==> src/rtl/alu_op_sequencer_pkg.sv <==
// alu_op_pkg: shared ALU opcode encoding, sequencer state type and latency helpers
package alu_op_pkg;
    localparam logic [4:0] OP_ADD       = 5'd3;
    localparam logic [4:0] OP_DIV       = 5'd15;
    localparam logic [4:0] OP_MUL       = 5'd16;
    localparam logic [4:0] OP_MAX_LEGAL = 5'd19;
    typedef enum logic [1:0] {IDLE, EXEC, DONE} state_e;
    function automatic logic is_legal_op(input logic [4:0] op);
        return op <= OP_MAX_LEGAL;
    endfunction
    function automatic int unsigned op_latency(input logic [4:0] op, input int unsigned mul_cycles,
                                               input int unsigned div_cycles);
        return op == OP_MUL ? mul_cycles : op == OP_DIV ? div_cycles : 32'd1;
    endfunction
endpackage

==> src/rtl/alu_op_sequencer_if.sv <==
// alu_op_if: request, ALU operand/result and response bundle of the ALU sequencer
interface alu_op_if;
    logic        req_valid;
    logic        req_ready;
    logic [4:0]  req_opcode;
    logic [31:0] req_a;
    logic [31:0] req_b;
    logic [31:0] alu_a;
    logic [31:0] alu_b;
    logic [4:0]  alu_opcode;
    logic [63:0] alu_c;
    logic        rsp_valid;
    logic        rsp_ready;
    logic [31:0] rsp_hi;
    logic [31:0] rsp_lo;
    logic        rsp_illegal;
    logic        rsp_divzero;
    logic        busy;
    logic [15:0] ops_done;
    modport master (
        output req_valid, req_opcode, req_a, req_b, alu_c, rsp_ready,
        input  req_ready, alu_a, alu_b, alu_opcode, rsp_valid, rsp_hi, rsp_lo,
               rsp_illegal, rsp_divzero, busy, ops_done
    );
    modport slave (
        input  req_valid, req_opcode, req_a, req_b, alu_c, rsp_ready,
        output req_ready, alu_a, alu_b, alu_opcode, rsp_valid, rsp_hi, rsp_lo,
               rsp_illegal, rsp_divzero, busy, ops_done
    );
endinterface

==> src/rtl/alu_op_timer.sv <==
// alu_op_timer: loadable down-counter that parks at zero and flags it
module alu_op_timer #(
    parameter int W = 3
) (
    input  logic         clock,
    input  logic         clear_n,
    input  logic         load_i,
    input  logic [W-1:0] load_val_i,
    output logic         zero_o
);
    logic [W-1:0] cnt_q, cnt_d;
    always_comb cnt_d = load_i ? load_val_i : (cnt_q != '0 ? cnt_q - W'(1) : cnt_q);
    always_ff @(posedge clock) cnt_q <= !clear_n ? '0 : cnt_d;
    assign zero_o = cnt_q == '0;
endmodule

==> src/rtl/alu_op_sequencer.sv <==
// alu_op_sequencer: holds ALU operands stable for an opcode-dependent number of cycles,
// then captures the result (or an illegal/divide-by-zero substitute) into a response register.
module alu_op_sequencer
    import alu_op_pkg::*;
#(
    parameter int unsigned MUL_CYCLES = 4,
    parameter int unsigned DIV_CYCLES = 8
) (
    input logic     clock,
    input logic     clear_n,
    alu_op_if.slave bus
);
    localparam int unsigned MAX_CYCLES = MUL_CYCLES > DIV_CYCLES ? MUL_CYCLES : DIV_CYCLES;
    localparam int CW = MAX_CYCLES > 1 ? $clog2(MAX_CYCLES) : 1;
    state_e      state_q, state_d;
    logic [31:0] alu_a_q, alu_a_d, alu_b_q, alu_b_d, rsp_hi_q, rsp_hi_d, rsp_lo_q, rsp_lo_d;
    logic [4:0]  alu_op_q, alu_op_d;
    logic        rsp_valid_q, rsp_valid_d, rsp_ill_q, rsp_ill_d, rsp_dz_q, rsp_dz_d, busy_q;
    logic [15:0] ops_q, ops_d;
    logic        accept, zero, illegal, divzero;
    logic [CW-1:0] load_val;
    alu_op_timer #(.W(CW)) u_timer (
        .clock      (clock),
        .clear_n    (clear_n),
        .load_i     (accept),
        .load_val_i (load_val),
        .zero_o     (zero)
    );
    assign bus.req_ready = state_q == IDLE || (state_q == DONE && bus.rsp_ready);
    assign accept   = bus.req_valid && bus.req_ready;
    assign load_val = CW'(op_latency(bus.req_opcode, MUL_CYCLES, DIV_CYCLES) - 32'd1);
    assign illegal  = !is_legal_op(alu_op_q);
    assign divzero  = alu_op_q == OP_DIV && alu_b_q == '0;
    always_comb begin
        state_d     = state_q;
        alu_a_d     = alu_a_q;
        alu_b_d     = alu_b_q;
        alu_op_d    = alu_op_q;
        rsp_hi_d    = rsp_hi_q;
        rsp_lo_d    = rsp_lo_q;
        rsp_valid_d = rsp_valid_q;
        rsp_ill_d   = rsp_ill_q;
        rsp_dz_d    = rsp_dz_q;
        ops_d       = ops_q;
        if (state_q == EXEC && zero) begin
            state_d     = DONE;
            rsp_valid_d = 1'b1;
            rsp_ill_d   = illegal;
            rsp_dz_d    = divzero;
            rsp_hi_d    = illegal ? '0 : divzero ? '1 : bus.alu_c[63:32];
            rsp_lo_d    = illegal ? '0 : divzero ? alu_a_q : bus.alu_c[31:0];
        end
        if (state_q == DONE && bus.rsp_ready) begin
            state_d     = IDLE;
            rsp_valid_d = 1'b0;
            ops_d       = ops_q + 16'd1;
        end
        // an accept in DONE overrides the return to IDLE (back-to-back issue)
        if (accept) begin
            state_d  = EXEC;
            alu_a_d  = bus.req_a;
            alu_b_d  = bus.req_b;
            alu_op_d = bus.req_opcode;
        end
    end
    always_ff @(posedge clock) begin
        if (!clear_n) begin
            state_q     <= IDLE;
            alu_a_q     <= '0;
            alu_b_q     <= '0;
            alu_op_q    <= '0;
            rsp_hi_q    <= '0;
            rsp_lo_q    <= '0;
            rsp_valid_q <= 1'b0;
            rsp_ill_q   <= 1'b0;
            rsp_dz_q    <= 1'b0;
            busy_q      <= 1'b0;
            ops_q       <= '0;
        end else begin
            state_q     <= state_d;
            alu_a_q     <= alu_a_d;
            alu_b_q     <= alu_b_d;
            alu_op_q    <= alu_op_d;
            rsp_hi_q    <= rsp_hi_d;
            rsp_lo_q    <= rsp_lo_d;
            rsp_valid_q <= rsp_valid_d;
            rsp_ill_q   <= rsp_ill_d;
            rsp_dz_q    <= rsp_dz_d;
            busy_q      <= state_d != IDLE;
            ops_q       <= ops_d;
        end
    end
    assign bus.alu_a       = alu_a_q;
    assign bus.alu_b       = alu_b_q;
    assign bus.alu_opcode  = alu_op_q;
    assign bus.rsp_valid   = rsp_valid_q;
    assign bus.rsp_hi      = rsp_hi_q;
    assign bus.rsp_lo      = rsp_lo_q;
    assign bus.rsp_illegal = rsp_ill_q;
    assign bus.rsp_divzero = rsp_dz_q;
    assign bus.busy        = busy_q;
    assign bus.ops_done    = ops_q;
endmodule

==> src/flat_wrapper.sv <==
// flat-port wrapper written by rule: the top's interface ports become plain ports
module alu_op_sequencer_flat import alu_op_pkg::*;
#(
    parameter int unsigned MUL_CYCLES = 4,
    parameter int unsigned DIV_CYCLES = 8
)
  (clock, clear_n, bus_req_valid, bus_req_opcode, bus_req_a, bus_req_b, bus_alu_c, bus_rsp_ready, bus_req_ready, bus_alu_a, bus_alu_b, bus_alu_opcode, bus_rsp_valid, bus_rsp_hi, bus_rsp_lo, bus_rsp_illegal, bus_rsp_divzero, bus_busy, bus_ops_done);
  alu_op_if bus_i ();
  input logic clock;
  input logic clear_n;
  input wire logic [$bits(bus_i.req_valid)-1:0] bus_req_valid;
  input wire logic [$bits(bus_i.req_opcode)-1:0] bus_req_opcode;
  input wire logic [$bits(bus_i.req_a)-1:0] bus_req_a;
  input wire logic [$bits(bus_i.req_b)-1:0] bus_req_b;
  input wire logic [$bits(bus_i.alu_c)-1:0] bus_alu_c;
  input wire logic [$bits(bus_i.rsp_ready)-1:0] bus_rsp_ready;
  output wire logic [$bits(bus_i.req_ready)-1:0] bus_req_ready;
  output wire logic [$bits(bus_i.alu_a)-1:0] bus_alu_a;
  output wire logic [$bits(bus_i.alu_b)-1:0] bus_alu_b;
  output wire logic [$bits(bus_i.alu_opcode)-1:0] bus_alu_opcode;
  output wire logic [$bits(bus_i.rsp_valid)-1:0] bus_rsp_valid;
  output wire logic [$bits(bus_i.rsp_hi)-1:0] bus_rsp_hi;
  output wire logic [$bits(bus_i.rsp_lo)-1:0] bus_rsp_lo;
  output wire logic [$bits(bus_i.rsp_illegal)-1:0] bus_rsp_illegal;
  output wire logic [$bits(bus_i.rsp_divzero)-1:0] bus_rsp_divzero;
  output wire logic [$bits(bus_i.busy)-1:0] bus_busy;
  output wire logic [$bits(bus_i.ops_done)-1:0] bus_ops_done;
  assign bus_i.req_valid = bus_req_valid;
  assign bus_i.req_opcode = bus_req_opcode;
  assign bus_i.req_a = bus_req_a;
  assign bus_i.req_b = bus_req_b;
  assign bus_i.alu_c = bus_alu_c;
  assign bus_i.rsp_ready = bus_rsp_ready;
  assign bus_req_ready = bus_i.req_ready;
  assign bus_alu_a = bus_i.alu_a;
  assign bus_alu_b = bus_i.alu_b;
  assign bus_alu_opcode = bus_i.alu_opcode;
  assign bus_rsp_valid = bus_i.rsp_valid;
  assign bus_rsp_hi = bus_i.rsp_hi;
  assign bus_rsp_lo = bus_i.rsp_lo;
  assign bus_rsp_illegal = bus_i.rsp_illegal;
  assign bus_rsp_divzero = bus_i.rsp_divzero;
  assign bus_busy = bus_i.busy;
  assign bus_ops_done = bus_i.ops_done;
  alu_op_sequencer #(.MUL_CYCLES(MUL_CYCLES), .DIV_CYCLES(DIV_CYCLES)) u_core (.clock(clock), .clear_n(clear_n), .bus(bus_i));
endmodule
==> config.mk <==
export PLATFORM = sky130hd
export DESIGN_NAME = alu_op_sequencer_flat
export DESIGN_NICKNAME = d
export VERILOG_FILES = /design/src/rtl/alu_op_sequencer_pkg.sv /design/src/rtl/alu_op_sequencer_if.sv /design/src/rtl/alu_op_timer.sv /design/src/rtl/alu_op_sequencer.sv /design/src/flat_wrapper.sv
export SDC_FILE = /design/constraint.sdc
export NUM_CORES = 1
export LEC_CHECK = 0
export ABC_AREA = 1
export BUFFER_PORTS_ARGS = -buffer_cell sky130_fd_sc_hd__buf_2
export CELL_PAD_IN_SITES_DETAIL_PLACEMENT = 1
export CELL_PAD_IN_SITES_GLOBAL_PLACEMENT = 1
export CORE_MARGIN = 3
export CORE_UTILIZATION = 29
export DETAILED_ROUTE_END_ITERATION = 8
export HOLD_SLACK_MARGIN = 0.03
export PLACE_DENSITY = 0.73
export SYNTH_ARGS = -nofsm -noshare
export SYNTH_HDL_FRONTEND = slang
export SYNTH_SLANG_ARGS = --single-unit
==> constraint.sdc <==
create_clock -name clock -period 1.7 [get_ports clock]
set_input_delay 0.17 -clock clock [delete_from_list [all_inputs] [get_ports clock]]
set_output_delay 0.17 -clock clock [all_outputs]
set_load 0.01 [all_outputs]
==> flow_summary.toml <==
[route]
remaining_drc_errors = 0
vias_per_cell = 4.87
wirelength_um = 25900
ant_nets = 0
wl_per_cell_um = 17.2
vias = 7333
dr.pass1.iters = 4
drtIter0Drc = 238

[global_routing]
grt_use_met3_pct = 4.42
grt_overflow = 0
gr-usage-met1_pct = 23.9
grt_most_used_layer = "met2"
antenna_found_initial = 6
grt_use_met2_pct = 35.2
grt_use_total_pct = 20.1
grt_pass1_wl_um = 39200
grt_pass1_vias = 7599
grt_max_degree = 61

[hold_path]
holdPathStages = 3
min_path_type = "input port to flip-flop"

[clock_tree]
cts_htree_levels = 4
insertion_delay_ns = 0.42
cts.sinks = 158
cts_buffers = 17
cts.reportedPaths.clkPinSlew_ns = 0.07
cts.path.max_buffers = 2
tritoncts = "yes"
cts-root-buf = "clkbuf_16"

[sta]
holdWs_ns = 0.0380
finalClockSkew_ns = 0.0123
timing.final.crit_share_pct = 97.9
rsz0062_at_grt = "yes"
report.final.hold_viol_count = 0
finalSetupViolCount = 0
tightest_slew_ns = 0.437
slew_viol_final = 0
max_slew_margin_pct = 70.9
period_minus_slack_ns = 1.66
fmax_mhz = 601
tns_ns = 0

[finish]
regArea_um2 = 3170
area_growth_pct = 54.5
final_cell_mix = "290 x buf_2, 171 x nand2_1, 155 x dfxtp_1"
fillers = 2702
drive_gt1_share_pct = 34.2
multi_input_area_um2 = 2970
fin_util_pct = 46.4
final_cells = 1506
layout_commonest_cell = "buf_2"
nNetsFinal = 1351

[worst_setup_path]
cp.arrival_ns = 2.02
r2r_cells = 9
worstSetupEndpointType = "flip-flop"
required_ns = 2.06
crit_fanout = 12
crit_type = "flip-flop to flip-flop"
start_kind = "flip-flop"

[logic_synthesis]
synth_top_cell_by_area = "dfxtp_1"
synthTopCellsByArea = "dfxtp_1 49%, a21oi_1 11%, nand2_1 10%, nand3_1 5.4%, o21ai_1 3.8%"
ys_types = 29
netlist_instances = 854
ys.flop_type = "dfxtp_1"
synth_fp_nets = 993
yosysTopAreaCellShare_pct = 49.1
synth_edf_count = 0
ys_seq_area_share_pct = 49.1
synth_area_per_cell_um2 = 7.54
synth.ff_latch_count = 158
synthArstFlopShare_pct = 0
yosys_warnings = 0
syn_area_um2 = 6440

[outcome]
status = "completed"

[power_and_ir_drop]
power_density_nw_per_um2 = 1180
finalPower_mw = 11.8
ir_drop_mv = 0.592
p_leak_nw = 4.33

[floorplan]
die_w_um = 155
start_util_pct = 30.1
core_area_um2 = 21400
dieArea_um2 = 24000
ios = 291
die_h_um = 155
std_cell_rows = 53

[flow_run]
drv_cap = 0

[placed_design]
hpwl_um = 16500
io_buffers = 290
gp_congestion = 0.795
placedCellCount = 1381
==> per-layer routing <==
layer	routed length (µm)	up-vias
met1	10600	3515
met2	13100	218
met3	1380	50
met4	783	0
li1	-	3550
met5	0	-
==> repair_timing <==
item | CTS | global route
hold buffers | 75 | 0
buffers inserted | 1 | 6
hold endpoints to repair | 75 | 0
gates resized for setup | 0 | 55
gates cloned | 0 | 5
pin swaps | 0 | 15
setup endpoints to repair | 1 | 73
==> Yosys cell counts, types with 2 or more instances <==
cell / n
buf_2: 26
buf_6: 4
inv_1: 57
nor2_2: 5
nand3_1: 69
or2_2: 2
nor2_1: 48
dfxtp_1: 158
nand2_1: 173
a21oi_1: 145
nor3_1: 4
nor3b_1: 2
ha_1: 2
nand4_1: 3
nand2_2: 2
o21bai_1: 32
buf_4: 2
clkbuf_1: 28
inv_2: 4
o21ai_0: 31
o21ai_1: 49
==> layout make-up <==
class | instances | area share [%]
sequential | 158 | 31.9
multi-input combinational | 575 | 29.8
timing repair buffer | 399 | 26.7
clock buffer | 20 | 4.59
tap | 275 | 3.46
inverter | 61 | 2.32
clock inverter | 12 | 1.02
antenna | 6 | 0.151
==> path summary, 6_finish.rpt <==
check                               end                    start  slack, ns
hold reg to reg   u_core.bus.rsp_lo[23]    u_core.bus.rsp_lo[23]       0.46
setup reg to reg  u_core.bus.rsp_lo[18]  u_core.u_timer.cnt_q[1]       0.04
setup / recovery  u_core.bus.rsp_lo[18]  u_core.u_timer.cnt_q[1]       0.04
hold / removal     u_core.bus.alu_a[17]            bus_req_a[17]       0.04
==> critical path, cell delays in order, from the launching register on <==
cell and delay (ns):
dfxtp_2 0.33, nor3_2 0.21, nand2_1 0.12, nor2_2 0.15
inv_2 0.09, nor2_4 0.13, buf_12 0.16, buf_6 0.18
nand3_1 0.10, a21oi_1 0.12
==> stage by stage <==
| stage | setup slack (ns) | instance area [µm²] |
|---|---|---|
| after floorplan | 0.0303 | 6440 |
| after global placement | 0.0698 | 8240 |
| after detailed placement | 0.0240 | 8240 |
| after CTS | 0.00374 | 9550 |
| after global routing | -0.0765 | 9940 |
| final | 0.0356 | 9940 |
==> where the power goes <==
group          switching [mW]  leakage, nW  internal (mW)
Sequential              0.307         1.29           4.24
Clock                    1.69        0.258           1.98
Combinational            2.08         2.77           1.48
Total                    4.08         4.33           7.70
==> cell families (layout without fill, tap and decap cells) <==
group                    Yosys count  in the layout  synth area share [%]
other                              0              6                     0
buffers and inverters            121            492                  8.14
XOR/XNOR                           1              1                 0.136
AO/OA/AOI/OAI                    259            259                  21.5
AND/OR/NAND/NOR                  313            313                  20.8
flip-flops                       158            158                  49.1
adder cells (fa/ha/maj)            2              2                 0.389
==> flip-flops by register name, summed over array words and instances, names as in the netlist <==
signal / cells
u_core.bus.rsp_hi: 32
u_core.u_timer.cnt_q: 3
u_core.bus.rsp_divzero: 1
u_core.bus.rsp_illegal: 1
u_core.bus.rsp_valid: 1
u_core.bus.alu_opcode: 5
u_core.bus.ops_done: 16
u_core.state_q: 2
u_core.bus.alu_a: 32
u_core.bus.busy: 1
u_core.bus.rsp_lo: 32
u_core.bus.alu_b: 32
Power figures use the tool's default switching activity.
